===== src/rtl/rst_seq_pkg.sv =====
// rst_seq_pkg: shared encodings and constants for the reset stage sequencer.
// Holds the FSM state type, the SEQ_STATE width and the stage-count limit.
package rst_seq_pkg;

    // Width of SEQ_STATE and of the stage index / FAULT_STAGE.
    localparam int STATE_W    = 3;
    localparam int IDX_W      = 3;

    // Hard upper limit on the number of sequenced reset outputs.
    localparam int MAX_STAGES = 8;

    typedef enum logic [STATE_W-1:0] {
        S_WAIT_LOCK = 3'd0,
        S_RELEASE   = 3'd1,
        S_WAIT_ACK  = 3'd2,
        S_GAP       = 3'd3,
        S_RUN       = 3'd4,
        S_FAULT     = 3'd5
    } seq_state_e;

    // Largest of three cycle counts; sizes the saturation point of a counter.
    function automatic int max3(input int a, input int b, input int c);
        int m;
        m = a;
        if (b > m) m = b;
        if (c > m) m = c;
        return m;
    endfunction

endpackage


===== src/rtl/rst_stage_sequencer_lock_filter.sv =====
// lock_stable_filter: 2-flop synchroniser for PLL_LOCKED plus a counter of
// consecutive synchronised-lock cycles.
// Ports: CLK, SYSTEM_RST_N (sync, active-low), PLL_LOCKED (async in),
//        lock_s (synchronised lock), lock_stable (lock held long enough).
module lock_stable_filter #(
    parameter int LOCK_STABLE_CYC = 1000,
    parameter int CNT_W           = 16
) (
    input  logic CLK,
    input  logic SYSTEM_RST_N,
    input  logic PLL_LOCKED,
    output logic lock_s,
    output logic lock_stable
);

    localparam logic [CNT_W-1:0] LAST = CNT_W'(LOCK_STABLE_CYC - 1);

    logic [1:0]       sync_q;
    logic [CNT_W-1:0] cnt;

    // The counter saturates at LAST so lock_stable stays high for as long
    // as the synchronised lock does; any low cycle restarts the count.
    always_ff @(posedge CLK) begin
        if (!SYSTEM_RST_N) begin
            sync_q <= '0;
            cnt    <= '0;
        end else begin
            sync_q <= {sync_q[0], PLL_LOCKED};
            if (!sync_q[1]) begin
                cnt <= '0;
            end else if (cnt != LAST) begin
                cnt <= cnt + CNT_W'(1);
            end
        end
    end

    assign lock_s      = sync_q[1];
    assign lock_stable = sync_q[1] && (cnt == LAST);

endmodule


===== src/rtl/rst_stage_sequencer.sv =====
// rst_stage_sequencer: releases per-domain resets in ascending order once PLL
// lock is stable, waiting for each stage ACK plus a guard gap in between.
// Ports: CLK, SYSTEM_RST_N (sync, active-low), PLL_LOCKED (async),
//        STAGE_ACK[N] in; STAGE_RST_N[N], SEQ_DONE, SEQ_FAULT,
//        FAULT_STAGE[3], SEQ_STATE[3] out (all registered).
// Optional: define RST_SEQ_ACK_TIMEOUT_EN to enable the ACK timeout / FAULT
// state; otherwise WAIT_ACK waits forever and the fault outputs are 0.
module rst_stage_sequencer #(
    parameter int N_STAGES        = 4,
    parameter int LOCK_STABLE_CYC = 1000,
    parameter int STAGE_GAP_CYC   = 16,
    parameter int ACK_TIMEOUT_CYC = 65535,
    parameter int CNT_W           = 16
) (
    input  logic                CLK,
    input  logic                SYSTEM_RST_N,
    input  logic                PLL_LOCKED,
    input  logic [N_STAGES-1:0] STAGE_ACK,
    output logic [N_STAGES-1:0] STAGE_RST_N,
    output logic                SEQ_DONE,
    output logic                SEQ_FAULT,
    output logic [2:0]          FAULT_STAGE,
    output logic [2:0]          SEQ_STATE
);

    import rst_seq_pkg::*;

    localparam logic [IDX_W-1:0] LAST_IDX = IDX_W'(N_STAGES - 1);
    localparam logic [CNT_W-1:0] GAP_LAST = CNT_W'(STAGE_GAP_CYC - 1);
    localparam logic [CNT_W-1:0] CNT_SAT  =
        CNT_W'(max3(LOCK_STABLE_CYC, STAGE_GAP_CYC, ACK_TIMEOUT_CYC) - 1);
`ifdef RST_SEQ_ACK_TIMEOUT_EN
    localparam logic [CNT_W-1:0] ACK_LAST = CNT_W'(ACK_TIMEOUT_CYC - 1);
`endif

    seq_state_e          state;
    logic [CNT_W-1:0]    cnt;
    logic [CNT_W-1:0]    cnt_inc;
    logic [IDX_W-1:0]    idx;
    logic [N_STAGES-1:0] rst_q;
    logic                done_q;
    logic [N_STAGES-1:0] sel;
    logic                ack_cur;
    logic                lock_s;
    logic                lock_stable;
    logic                lock_lost;

    lock_stable_filter #(
        .LOCK_STABLE_CYC (LOCK_STABLE_CYC),
        .CNT_W           (CNT_W)
    ) u_lock (
        .CLK          (CLK),
        .SYSTEM_RST_N (SYSTEM_RST_N),
        .PLL_LOCKED   (PLL_LOCKED),
        .lock_s       (lock_s),
        .lock_stable  (lock_stable)
    );

    // One-hot select of the current stage; only its ACK is ever looked at,
    // which also avoids indexing with a wider-than-needed idx.
    always_comb begin
        sel = '0;
        for (int i = 0; i < N_STAGES; i++) begin
            sel[i] = (idx == IDX_W'(i));
        end
    end

    assign ack_cur = |(STAGE_ACK & sel);
    assign cnt_inc = (cnt == CNT_SAT) ? cnt : cnt + CNT_W'(1);

    // FAULT and WAIT_LOCK are deliberately excluded: a fault is only cleared
    // by reset, and WAIT_LOCK already tracks lock through the filter.
    assign lock_lost = !lock_s &&
                       ((state == S_RELEASE) || (state == S_WAIT_ACK) ||
                        (state == S_GAP)     || (state == S_RUN));

`ifdef RST_SEQ_ACK_TIMEOUT_EN
    logic             fault_q;
    logic [IDX_W-1:0] fstage_q;
`endif

    always_ff @(posedge CLK) begin
        if (!SYSTEM_RST_N) begin
            state  <= S_WAIT_LOCK;
            cnt    <= '0;
            idx    <= '0;
            rst_q  <= '0;
            done_q <= 1'b0;
`ifdef RST_SEQ_ACK_TIMEOUT_EN
            fault_q  <= 1'b0;
            fstage_q <= '0;
`endif
        end else if (lock_lost) begin
            // Lock loss beats any ACK seen on the same edge.
            state  <= S_WAIT_LOCK;
            cnt    <= '0;
            idx    <= '0;
            rst_q  <= '0;
            done_q <= 1'b0;
        end else begin
            unique case (state)
                S_WAIT_LOCK: begin
                    cnt <= '0;
                    idx <= '0;
                    if (lock_stable) begin
                        state <= S_RELEASE;
                    end
                end
                S_RELEASE: begin
                    rst_q <= rst_q | sel;
                    cnt   <= '0;
                    state <= S_WAIT_ACK;
                end
                S_WAIT_ACK: begin
                    if (ack_cur) begin
                        if (idx == LAST_IDX) begin
                            state <= S_RUN;
                        end else begin
                            cnt   <= '0;
                            state <= S_GAP;
                        end
                    end
`ifdef RST_SEQ_ACK_TIMEOUT_EN
                    // ACK is tested first, so an ACK on the timeout
                    // cycle still wins.
                    else if (cnt == ACK_LAST) begin
                        rst_q    <= '0;
                        fault_q  <= 1'b1;
                        fstage_q <= idx;
                        state    <= S_FAULT;
                    end else begin
                        cnt <= cnt_inc;
                    end
`endif
                end
                S_GAP: begin
                    if (cnt == GAP_LAST) begin
                        cnt   <= '0;
                        idx   <= idx + IDX_W'(1);
                        state <= S_RELEASE;
                    end else begin
                        cnt <= cnt_inc;
                    end
                end
                S_RUN: begin
                    done_q <= 1'b1;
                end
                S_FAULT: begin
                    rst_q <= '0;
                end
                default: begin
                    state <= S_WAIT_LOCK;
                end
            endcase
        end
    end

    assign STAGE_RST_N = rst_q;
    assign SEQ_DONE    = done_q;
    assign SEQ_STATE   = state;

`ifdef RST_SEQ_ACK_TIMEOUT_EN
    assign SEQ_FAULT   = fault_q;
    assign FAULT_STAGE = fstage_q;
`else
    assign SEQ_FAULT   = 1'b0;
    assign FAULT_STAGE = 3'd0;
`endif

endmodule


===== config.mk =====
export PLATFORM = sky130hd
export DESIGN_NAME = rst_stage_sequencer
export DESIGN_NICKNAME = d
export VERILOG_FILES = /design/src/rtl/rst_seq_pkg.sv /design/src/rtl/rst_stage_sequencer_lock_filter.sv /design/src/rtl/rst_stage_sequencer.sv
export SDC_FILE = /design/constraint.sdc
export NUM_CORES = 1
export LEC_CHECK = 0
export CAP_MARGIN = 15
export CORE_MARGIN = 5
export CORE_UTILIZATION = 58
export DETAILED_ROUTE_END_ITERATION = 10
export DONT_BUFFER_PORTS = 1
export GPL_TIMING_DRIVEN = 0
export PLACE_DENSITY_LB_ADDON = 0.08
export REMOVE_ABC_BUFFERS = 1
export SYNTH_ARGS = -nofsm -noshare
export SYNTH_HDL_FRONTEND = slang
export SYNTH_SLANG_ARGS = --single-unit

===== constraint.sdc =====
create_clock -name CLK -period 2.37 [get_ports CLK]
set_clock_uncertainty 0.05 [all_clocks]
set_input_delay 0.474 -clock CLK [delete_from_list [all_inputs] [get_ports CLK]]
set_output_delay 0.474 -clock CLK [all_outputs]
set_load 0.02 [all_outputs]

==> results of run 1 <==
## synthesized netlist by cell type, drive strengths merged, types with 3 or more instances
master	count	area share (%)
a21oi	19	4.1
a311oi	4	1.5
a31oi	5	1.3
and3	9	2.4
buf	8	2.1
clkbuf	7	1.1
dfxtp	45	39
ha	8	4.3
inv	7	1.1
nand2	32	5.1
nand3	11	2.4
nand4	10	3.3
nor2	30	5.1
nor2b	3	0.80
nor3	7	1.5
nor4	8	2.4
o21ai	5	1.1
o221a	3	1.4
or2	3	0.80
or3	8	2.1
or4	4	1.3
xor2	9	3.4
## cell families after synthesis
group / after synthesis / synth area share (%)
AOI/OAI and AO/OA: 57 / 17.8
buffers and inverters: 22 / 4.39
adders and majority gates: 8 / 4.29
xor gates and xnor gates: 10 / 3.75
and+or+nand+nor: 134 / 30.2
muxes: 2 / 0.911
other: 1 / 0.161
DFF: 45 / 38.6
## per-stage QoR
step | area, um^2 | std cells
final | 2500 | 328
after global routing | 2500 | 328
after CTS | 2470 | 326
after detailed placement | 2340 | 318
after global placement | 2330 | 317
after floorplan | 2270 | 267
## state kept, by name, summed over array words and instances, names as in the netlist
register and cells:
STAGE_RST_N 4, u_lock.cnt 16, SEQ_DONE 1, u_lock.sync_q 2, cnt 16, idx 3
SEQ_STATE 3
## worst max path at each step
stage                     depth (start not counted)      end
after floorplan                                   5  cnt[15]
after global placement                            5  cnt[12]
after detailed placement                          7  cnt[12]
after CTS                                         6   cnt[3]
after global routing                              5   cnt[6]
final                                             5   cnt[6]
## routing by layer
metal,track usage [%],vias to the layer above
li1,-,1011
met1,25.7,926
met3,4.10,9
met5,0,-
met2,28.6,60
met4,8.05,0
## layout by cell type, fill, tap and decap left out, drive strengths merged, types with 9 or more instances in the layout
master,n
a21oi,19
and3,9
dfxtp,45
nand2,32
nand3,11
nand4,10
nor2,30
xor2,9
## power by group through the flow
stage	registers (mW)	logic, mW	clock network (mW)
final	0.759	0.0244	0.497
after global routing	0.759	0.0264	0.548
after CTS	0.759	0.0239	0.517
after detailed placement	0.777	0.0229	0
after global placement	0.777	0.0210	0
after floorplan	0.776	0.0168	0
## repair_timing
item	in CTS	in global routing
pin swaps	0	2
gates cloned	0	0
endpoints found under the setup margin	14	12
gates resized for setup	7	3
setup buffers	0	2
## final cells by class
type	count	area (um^2)	area share, %
Clock buffer	6	82.6	3.31
Clock inverter	2	13.8	0.551
Inverter	7	26.3	1.05
Multi-Input combinational cell	215	1380	55.3
Sequential cell	45	905	36.2
Tap cell	50	62.6	2.51
Timing Repair Buffer	3	26.3	1.05
==> summary.md, run 1 <==
| Metric | Value |
|---|---|
| Status | `completed` |
| Total power | `between 1 and 1.5 mW` |
| Largest net degree at the start of global routing | `17` |
| Delay-heaviest family, CP | `simple AND/OR/NAND/NOR gates` |
| Hold_ws | `0.249 ns` |
| Die area | `~0.0054 mm^2` |
| First-pass GRT wire length | `just over 8000 um` |
| Number of detailed-route iterations in the first pass | `4` |
| Distinct cells, synth | `56` |
| CP Cell Sequence | `nand4_4 -> or4_4 -> o31a_4 -> a41oi_1 -> a211oi_1` |
| Initial antenna violation count | `0` |
| Sw power | `0.281 mW` |
| CP Class | `reg -> reg` |
| Worst EP required | `~2.5 ns` |
| # hold bufs at CTS | `0` |
| Final Hold Fails | `0` |
| Period utilization | `96.4%` |
| WP data arrival | `2.40 ns` |
| Setup TNS | `0 ns` |
| Worst path slowest cell | `or4_4` |
| Switching Share | `21.9%` |
| Via density | `6.12` |
| Max Cap Viol | `0` |
| Post-place setup slack | `-0.361 ns` |
| Ys flop type | `dfxtp_1` |
| Clock power share | `38.8%` |
| Syn. warnings | `0` |
| VDD IR-drop max | `0.000278 V` |
| PD cells | `513 mW/mm^2` |
| Gr usage total | `18.9%` |
| Final min period | `2.29 ns` |
| Logic pwr share | `1.9%` |
| Slew @ Worst Pin | `between 0.6 and 0.7 ns` |
| Chip height | `73.5 um` |
| Rows | `23` |
| Async SR Flop Fraction | `0%` |
| Initial core utilization | `59.3%` |
| Via Count | `2006` |
| Cells after synthesis | `279` |
| CTS clock-pin slew for the worst setup and hold paths | `approximately 0.090 ns` |
| GP Congestion | `0.811` |
| Reg-to-Reg Start | `cnt[4]` |
| # setup viols final | `0` |
| Worst R2R Path Depth | `5` |
| RSZ-0062 raised after global routing | `false` |
| Clk sinks | `between 40 and 50` |
| Post-synthesis sequential area ratio | `between 30% and 40%` |
| Worst Min Path Start | `SYSTEM_RST_N` |
| Post-synth EDFFs | `0` |
| Routed Antenna Nets | `0` |
| CP Capture Type | `flop` |
| Fmax | `about 440 MHz` |
| Crit path max fanout | `15` |
| Slew HR | `58.3%` |
| Area Overhead vs Synth | `6.91%` |
| Hold Path Stages | `1` |
| Final WL | `4700 um` |
| CTS Buf Count | `5` |
| Metal-1 WL | `2260 um` |
| Filler cell count | `355` |
| Peak per-stage delay on the critical path | `0.70 ns` |
| R2R Path End | `cnt[6]` |
| Routed len/inst | `14.3 um` |
| Post-Route Utilization | `a little under two thirds` |
| Worst Hold End | `u_lock.sync_q[0]` |
| Share of cells above drive strength 1 | `between 10% and 20%` |
| Lkg Pwr | `0.839 nW` |
| Worst Setup Slack, final | `0.0849 ns` |
| CTS max path bufs | `2` |
| CTS tree | `yes` |
| Worst setup startpoint | `cnt[4]` |
| Synthesized flop and latch total | `45` |
| Post-DP HPWL | `3200 um` |
| Worst setup SP type | `flop` |
| IO Pins | `19` |
| Internal power | `1.00 mW` |
| # diodes | `0` |
| Metal3 WL | `around 300 um` |
| Grt ovf | `0` |
| Clk root buf | `clkbuf_8` |
| Wire length on met2 | `2060 um` |
| Highest routed metal layer | `met4` |
| Synthesized area | `~0.0023 mm^2` |
| I/O Buffers | `0` |
| Initial DRC Count | `96` |
| R2R setup slack | `around 0.085 ns` |
| Clock Latency Late Sink | `0.30 ns` |
| CORE AREA | `slightly below 0.004 mm^2` |
| Avg Cell Area, Syn | `between 8 and 9 um^2` |
| Sequential power share | `around three fifths` |
| DRC | `0` |
| Nets | `slightly below 300` |
| Vias in the first global route | `1865` |
| H-Tree Level Count | `2` |
| Final Max Slew Viols | `0` |
| Min-Delay Path Class | `in -> reg` |
| Buf/Inv on CP | `0` |
| Chip width | `73.5 um` |
Power figures use the tool's default switching activity.
==> run 2, diff against run 1 <==
- TNS_END_PERCENT: not set -> 50
==> run 2 against run 1 <==
Register-to-register slack about the same. Critical endpoint unchanged. Critical path depth unchanged. Power is essentially flat. Sequential power barely moved. Setup slack worse by 0.013 ns.
==> summary.md, run 2 (same netlist as run 1, synthesis figures left out) <==
| Metric | Value |
|---|---|
| Status | `completed` |
| Delay-heaviest family, CP | `simple AND/OR/NAND/NOR gates` |
| # diodes | `0 (unchanged)` |
| Sw power | `0.280 mW (about the same)` |
| Rows | `23 (unchanged)` |
| Buf/Inv on CP | `0 (unchanged)` |
| Metal-1 WL | `2320 um (+2.6%)` |
| Internal power | `1.00 mW (about the same)` |
| WP data arrival | `2.41 ns (about the same)` |
| Worst path depth | `5 (unchanged)` |
| Min-Delay Path Class | `in -> reg` |
| Worst setup SP type | `flop` |
| # hold bufs at CTS | `0 (unchanged)` |
| Logic pwr share | `1.9% (about the same)` |
| Grt ovf | `0 (unchanged)` |
| Placed Cells | `318 (unchanged)` |
| Metal3 WL | `242 um (-19%)` |
| Crit path max fanout | `15 (unchanged)` |
| Highest routed metal layer | `met4` |
| Final Max Slew Viols | `0 (unchanged)` |
| DRC | `0 (unchanged)` |
| Worst EP required | `2.48 ns (about the same)` |
| Clock power share | `38.8% (about the same)` |
| H-Tree Level Count | `2 (unchanged)` |
| Switching Share | `21.9% (about the same)` |
| Via Count | `1986 (-1.0%)` |
| Worst Setup Slack, final | `0.0716 ns (-0.0133 ns)` |
| CTS Buf Count | `5 (unchanged)` |
| VDD IR-drop max | `0.000279 V (+0.23%)` |
| Period utilization | `97.0% (+0.56 points)` |
| Post-DP HPWL | `3200 um (unchanged)` |
| Postcts setup bufs | `0 (unchanged)` |
| Nets | `290 (-0.68%)` |
| Worst path slowest cell | `or4_4` |
| Initial antenna violation count | `0 (unchanged)` |
| Most frequent cells in the layout | `dfxtp_1 (42), nand2_1 (32), nor2_1 (28)` |
| Clock Latency Late Sink | `0.30 ns (about the same)` |
| CTS max path bufs | `2 (unchanged)` |
| Lkg Pwr | `0.829 nW (-1.1%)` |
| Final min period | `2.30 ns (+0.0133 ns)` |
| Filler cell count | `356 (+0.28%)` |
| Final WL | `4690 um (-0.17%)` |
| Worst R2R Path Depth | `5 (unchanged)` |
| I/O Buffers | `0 (unchanged)` |
| Via density | `6.09 (-0.39%)` |
| Slew HR | `58.4% (+0.15 points)` |
| Post-Route Utilization | `63.0% (-0.32 points)` |
| Slew @ Worst Pin | `0.620 ns (-0.00225 ns)` |
| Final Non-Filler Cells | `326 (-0.61%)` |
| Max Cap Viol | `0 (unchanged)` |
| Chip height | `73.5 um (unchanged)` |
| Final Hold Fails | `0 (unchanged)` |
| Post-place setup slack | `-0.361 ns (unchanged)` |
| Number of detailed-route iterations in the first pass | `5 (+1)` |
| Gr usage total | `18.9% (unchanged)` |
| PD cells | `515 mW/mm^2 (+0.48%)` |
| Vias in the first global route | `1865 (unchanged)` |
| Routed Antenna Nets | `0 (unchanged)` |
| Clk sinks | `45 (unchanged)` |
| Largest net degree at the start of global routing | `17 (unchanged)` |
| CP Cell Sequence | `nand4_4 -> or4_4 -> o31a_4 -> a41oi_1 -> a211oi_1` |
| Initial core utilization | `59.3% (unchanged)` |
| Clk root buf | `clkbuf_8` |
| Area Overhead vs Synth | `6.37%` |
| Initial DRC Count | `129 (+34%)` |
| Chip width | `73.5 um (unchanged)` |
| Share of cells above drive strength 1 | `9.78% (-0.29 points)` |
| CTS tree | `yes` |
| CP Capture Type | `flop` |
| GP Congestion | `0.811 (unchanged)` |
| Hold_ws | `0.250 ns (+0.000285 ns)` |
| Wire length on met2 | `2070 um (+0.34%)` |
| Peak per-stage delay on the critical path | `0.70 ns (about the same)` |
| IO Pins | `19 (unchanged)` |
| CTS clock-pin slew for the worst setup and hold paths | `0.09 ns (about the same)` |
| Hold Path Stages | `1 (unchanged)` |
| Most common cell after layout, fill and taps aside | `dfxtp_1` |
| CORE AREA | `0.00394 mm^2 (unchanged)` |
| Routed len/inst | `14.4 um (+0.44%)` |
| Sequential power share | `59.3% (about the same)` |
| Setup TNS | `0 ns (unchanged)` |
| Die area | `0.00540 mm^2 (unchanged)` |
| RSZ-0062 raised after global routing | `false` |
| First-pass GRT wire length | `8220 um (unchanged)` |
| # setup viols final | `0 (unchanged)` |
| Fmax | `435 MHz (-0.58%)` |
| CP Class | `reg -> reg` |
==> run 2: cell types whose count changed in the layout (fill, tap and decap cells not counted), sizes merged <==
cell,change
buf,-2
==> run 2: layer usage <==
metal,vias up,track usage [%]
li1,1008,-
met1,922,25.7
met2,49,28.6
met3,7,4.10
met4,0,8.05
met5,-,0
==> run 2: area by class of cell <==
| class | instances | area, um^2 | area share [%] |
|---|---|---|---|
| repair buffers | 1 | 11.3 | 0.453 |
| flip-flops and latches | 45 | 905 | 36.4 |
| multi-input cells | 215 | 1380 | 55.7 |
| inverters | 7 | 26.3 | 1.06 |
| clock inverters | 2 | 13.8 | 0.554 |
| well taps | 50 | 62.6 | 2.52 |
| clock buffers | 6 | 82.6 | 3.32 |
==> run 2: worst paths after layout <==
path	slack, ns	from	endpoint
setup reg to reg	0.07	cnt[4]	cnt[6]
setup / recovery	0.07	cnt[4]	cnt[6]
hold / removal	0.25	SYSTEM_RST_N	u_lock.sync_q[0]
hold reg to reg	0.41	u_lock.sync_q[0]	u_lock.sync_q[1]
==> run 2: timing repair <==
item                       4_1_cts  5_1_grt
resized for setup                7        4
pin swaps                        0        2
setup endpoints to repair       14       12
==> run 2: power by group through the flow <==
| stage | Sequential (mW) | Combinational (mW) | Clock (mW) |
|---|---|---|---|
| finish | 0.759 | 0.0243 | 0.497 |
| global route | 0.759 | 0.0264 | 0.548 |
| CTS | 0.759 | 0.0239 | 0.517 |
| detailed placement | 0.777 | 0.0229 | 0 |
| global placement | 0.777 | 0.0210 | 0 |
| floorplan | 0.776 | 0.0168 | 0 |
==> run 2: through the flow <==
step | total power, mW | cell area (um^2)
3_3_place_gp | 0.798 | 2330
4_1_cts | 1.30 | 2470
6_report | 1.28 | 2480
2_1_floorplan | 0.793 | 2270
3_5_place_dp | 0.800 | 2340
5_1_grt | 1.33 | 2480
==> run 3, diff against run 2 <==
- CTS_BUF_LIST: not set -> sky130_fd_sc_hd__clkbuf_4
- TNS_END_PERCENT: 50 -> 1
==> run 3 against run 2 <==
Register-to-register slack better by 0.03 ns. First-iteration DRC count shrank 5.4%. Wire length decreased by 1.9%. Utilization fell by 0.92 points. Final cell count stayed put. Critical path type unchanged. Via count down 0.70%. Maximum frequency grew 1.2%. Non-clock buffer count did not move. Flip-flop and latch count stayed put. Largest power group unchanged. Worst hold slack lost 0.053 ns. Die area did not move.
==> summary.md, run 3 (same netlist as run 1, synthesis figures left out) <==
| Metric | Value |
|---|---|
| VDD IR-drop max | `0.000237 V (-15%)` |
| Most frequent cells in the layout | `dfxtp_1 (40), nand2_1 (32), nor2_1 (28)` |
| PD cells | `466 mW/mm^2 (-9.6%)` |
| Largest net degree at the start of global routing | `17 (unchanged)` |
| Initial core utilization | `59.3% (unchanged)` |
| CTS tree | `yes` |
| Clk sinks | `45 (unchanged)` |
| Area Overhead vs Synth | `4.82%` |
| Min-Delay Path Class | `in -> reg` |
| CTS max path bufs | `2 (unchanged)` |
| Metal3 WL | `195 um (-19%)` |
| Nets | `290 (unchanged)` |
| Worst R2R Path Depth | `7 (+2)` |
| DRC | `0 (unchanged)` |
| Share of cells above drive strength 1 | `10.1% (+0.36 points)` |
| Post-DP HPWL | `3200 um (unchanged)` |
| Worst Hold End | `u_lock.sync_q[0]` |
| Fmax | `440 MHz (+1.2%)` |
| Wire length on met2 | `2050 um (-0.68%)` |
| Placed Cells | `318 (unchanged)` |
| Final min period | `2.27 ns (-0.0281 ns)` |
| R2R Path End | `cnt[12]` |
| Number of detailed-route iterations in the first pass | `4 (-1)` |
| Slew @ Worst Pin | `0.613 ns (-0.00746 ns)` |
| Total power | `1.14 mW (-11%)` |
| Slew HR | `58.8% (+0.41 points)` |
| Via Count | `1972 (-0.70%)` |
| # setup viols final | `0 (unchanged)` |
| Register area | `907 um^2 (+0.28%)` |
| Routed len/inst | `14.1 um (-1.9%)` |
| Final WL | `4600 um (-1.9%)` |
| Status | `completed` |
| Initial antenna violation count | `0 (unchanged)` |
| Clk root buf | `clkbuf_4` |
| H-Tree Level Count | `2 (unchanged)` |
| Clock Latency Late Sink | `0.35 ns (+0.05 ns)` |
| Routed Antenna Nets | `0 (unchanged)` |
| Highest routed metal layer | `met4` |
| Grt ovf | `0 (unchanged)` |
| Die area | `0.00540 mm^2 (unchanged)` |
| Reg-to-Reg Start | `idx[0]` |
| Vias in the first global route | `1871 (+0.32%)` |
| Area of the multi-input gates | `0.00139 mm^2 (+0.18%)` |
| First-pass GRT wire length | `8160 um (-0.67%)` |
| Initial DRC Count | `122 (-5.4%)` |
| Chip width | `73.5 um (unchanged)` |
| Final Max Slew Viols | `0 (unchanged)` |
| WP data arrival | `2.47 ns (+0.06 ns)` |
| CORE AREA | `0.00394 mm^2 (unchanged)` |
| Crit path max fanout | `11 (-4)` |
| Filler cell count | `363 (+2.0%)` |
| Worst Min Path Start | `SYSTEM_RST_N` |
| Gr usage total | `18.6% (-0.23 points)` |
| CTS Buf Count | `5 (unchanged)` |
| Hold Path Stages | `1 (unchanged)` |
| RSZ-0062 raised after global routing | `true` |
| IO Pins | `19 (unchanged)` |
| CP Class | `reg -> reg` |
| Setup TNS | `0 ns (unchanged)` |
| # diodes | `0 (unchanged)` |
| Chip height | `73.5 um (unchanged)` |
| CP Capture Type | `flop` |
| Rows | `23 (unchanged)` |
| Worst EP required | `2.57 ns (+0.09 ns)` |
| I/O Buffers | `0 (unchanged)` |
| GP Congestion | `0.811 (unchanged)` |
| Period utilization | `95.8% (-1.2 points)` |
| Metal-1 WL | `2300 um (-0.99%)` |
| Final Hold Fails | `0 (unchanged)` |
| Final Non-Filler Cells | `326 (unchanged)` |
| Hold_ws | `0.196 ns (-0.0534 ns)` |
| Worst setup SP type | `flop` |
| Max Cap Viol | `0 (unchanged)` |
| Most common cell after layout, fill and taps aside | `dfxtp_1` |
| Lkg Pwr | `0.816 nW (-1.6%)` |
| R2R setup slack | `0.1 ns (+0.03 ns)` |
| Postcts setup bufs | `0 (unchanged)` |
| CTS clock-pin slew for the worst setup and hold paths | `0.14 ns (+0.05 ns)` |
| Via density | `6.05 (-0.70%)` |
run 3: changes by cell type in the layout (fill, tap and decap cells not counted):
cell	delta
clkbuf_4	+5
clkbuf_8	-6
clkinv_1	+1
dfxtp_1	-2
dfxtp_2	+2
ha_1	+1
ha_2	-1
nor3_1	-1
nor3_2	+1
run 3: area by class of cell:
cell class,instances,share of cell area [%]
clock inverters,3,0.715
repair buffers,1,0.460
flip-flops and latches,45,37.0
inverters,7,1.07
clock buffers,5,1.53
multi-input cells,215,56.6
well taps,50,2.55
run 3: layer usage:
metal / vias up / GRT usage, %
met5: - / 0
met4: 0 / 7.65
met3: 7 / 3.28
met2: 38 / 28.4
met1: 916 / 25.9
li1: 1011 / -
run 3: stage by stage:
step                      util [%]  area [um^2]  setup WS [ns]
after floorplan                  -         2270        -0.0755
after global placement        59.2         2330         -0.708
after detailed placement      59.5         2340         -0.361
after CTS                     61.6         2430         0.0288
after global routing          62.1         2450       -0.00653
final                         62.1         2450         0.0997
run 3: repair_timing:
item                       CTS  global route
cloned                       0             0
hold buffers                 0             0
pin swaps                    0             2
gates resized for setup      7             6
setup endpoints to repair   15            12
run 3: worst max-delay path by stage:
stage / startpoint / cells past startpoint / slack [ns] / endpoint
after floorplan: SEQ_STATE[0] / 5 / -0.08 / cnt[15]
after global placement: SEQ_STATE[0] / 5 / -0.71 / cnt[12]
after detailed placement: idx[0] / 7 / -0.36 / cnt[12]
after CTS: cnt[0] / 6 / 0.03 / cnt[3]
after global routing: cnt[0] / 6 / -0.007 / cnt[7]
final: idx[0] / 7 / 0.1 / cnt[12]
run 3: report_power, final:
group / internal, mW / leakage (nW) / total (mW) / switching (mW)
Combinational: 0.00590 / 0.418 / 0.0242 / 0.0183
Clock: 0.113 / 0.0326 / 0.356 / 0.243
Sequential: 0.758 / 0.365 / 0.760 / 0.00143
Total: 0.877 / 0.816 / 1.14 / 0.263
run 3: critical path: stages, from the launching register on:
cell	delay (ns)
dfxtp_1	0.36
ha_1	0.21
ha_2	0.20
or3_1	0.36
o22ai_4	0.33
o31a_4	0.27
nor2_4	0.05
a221o_1	0.33
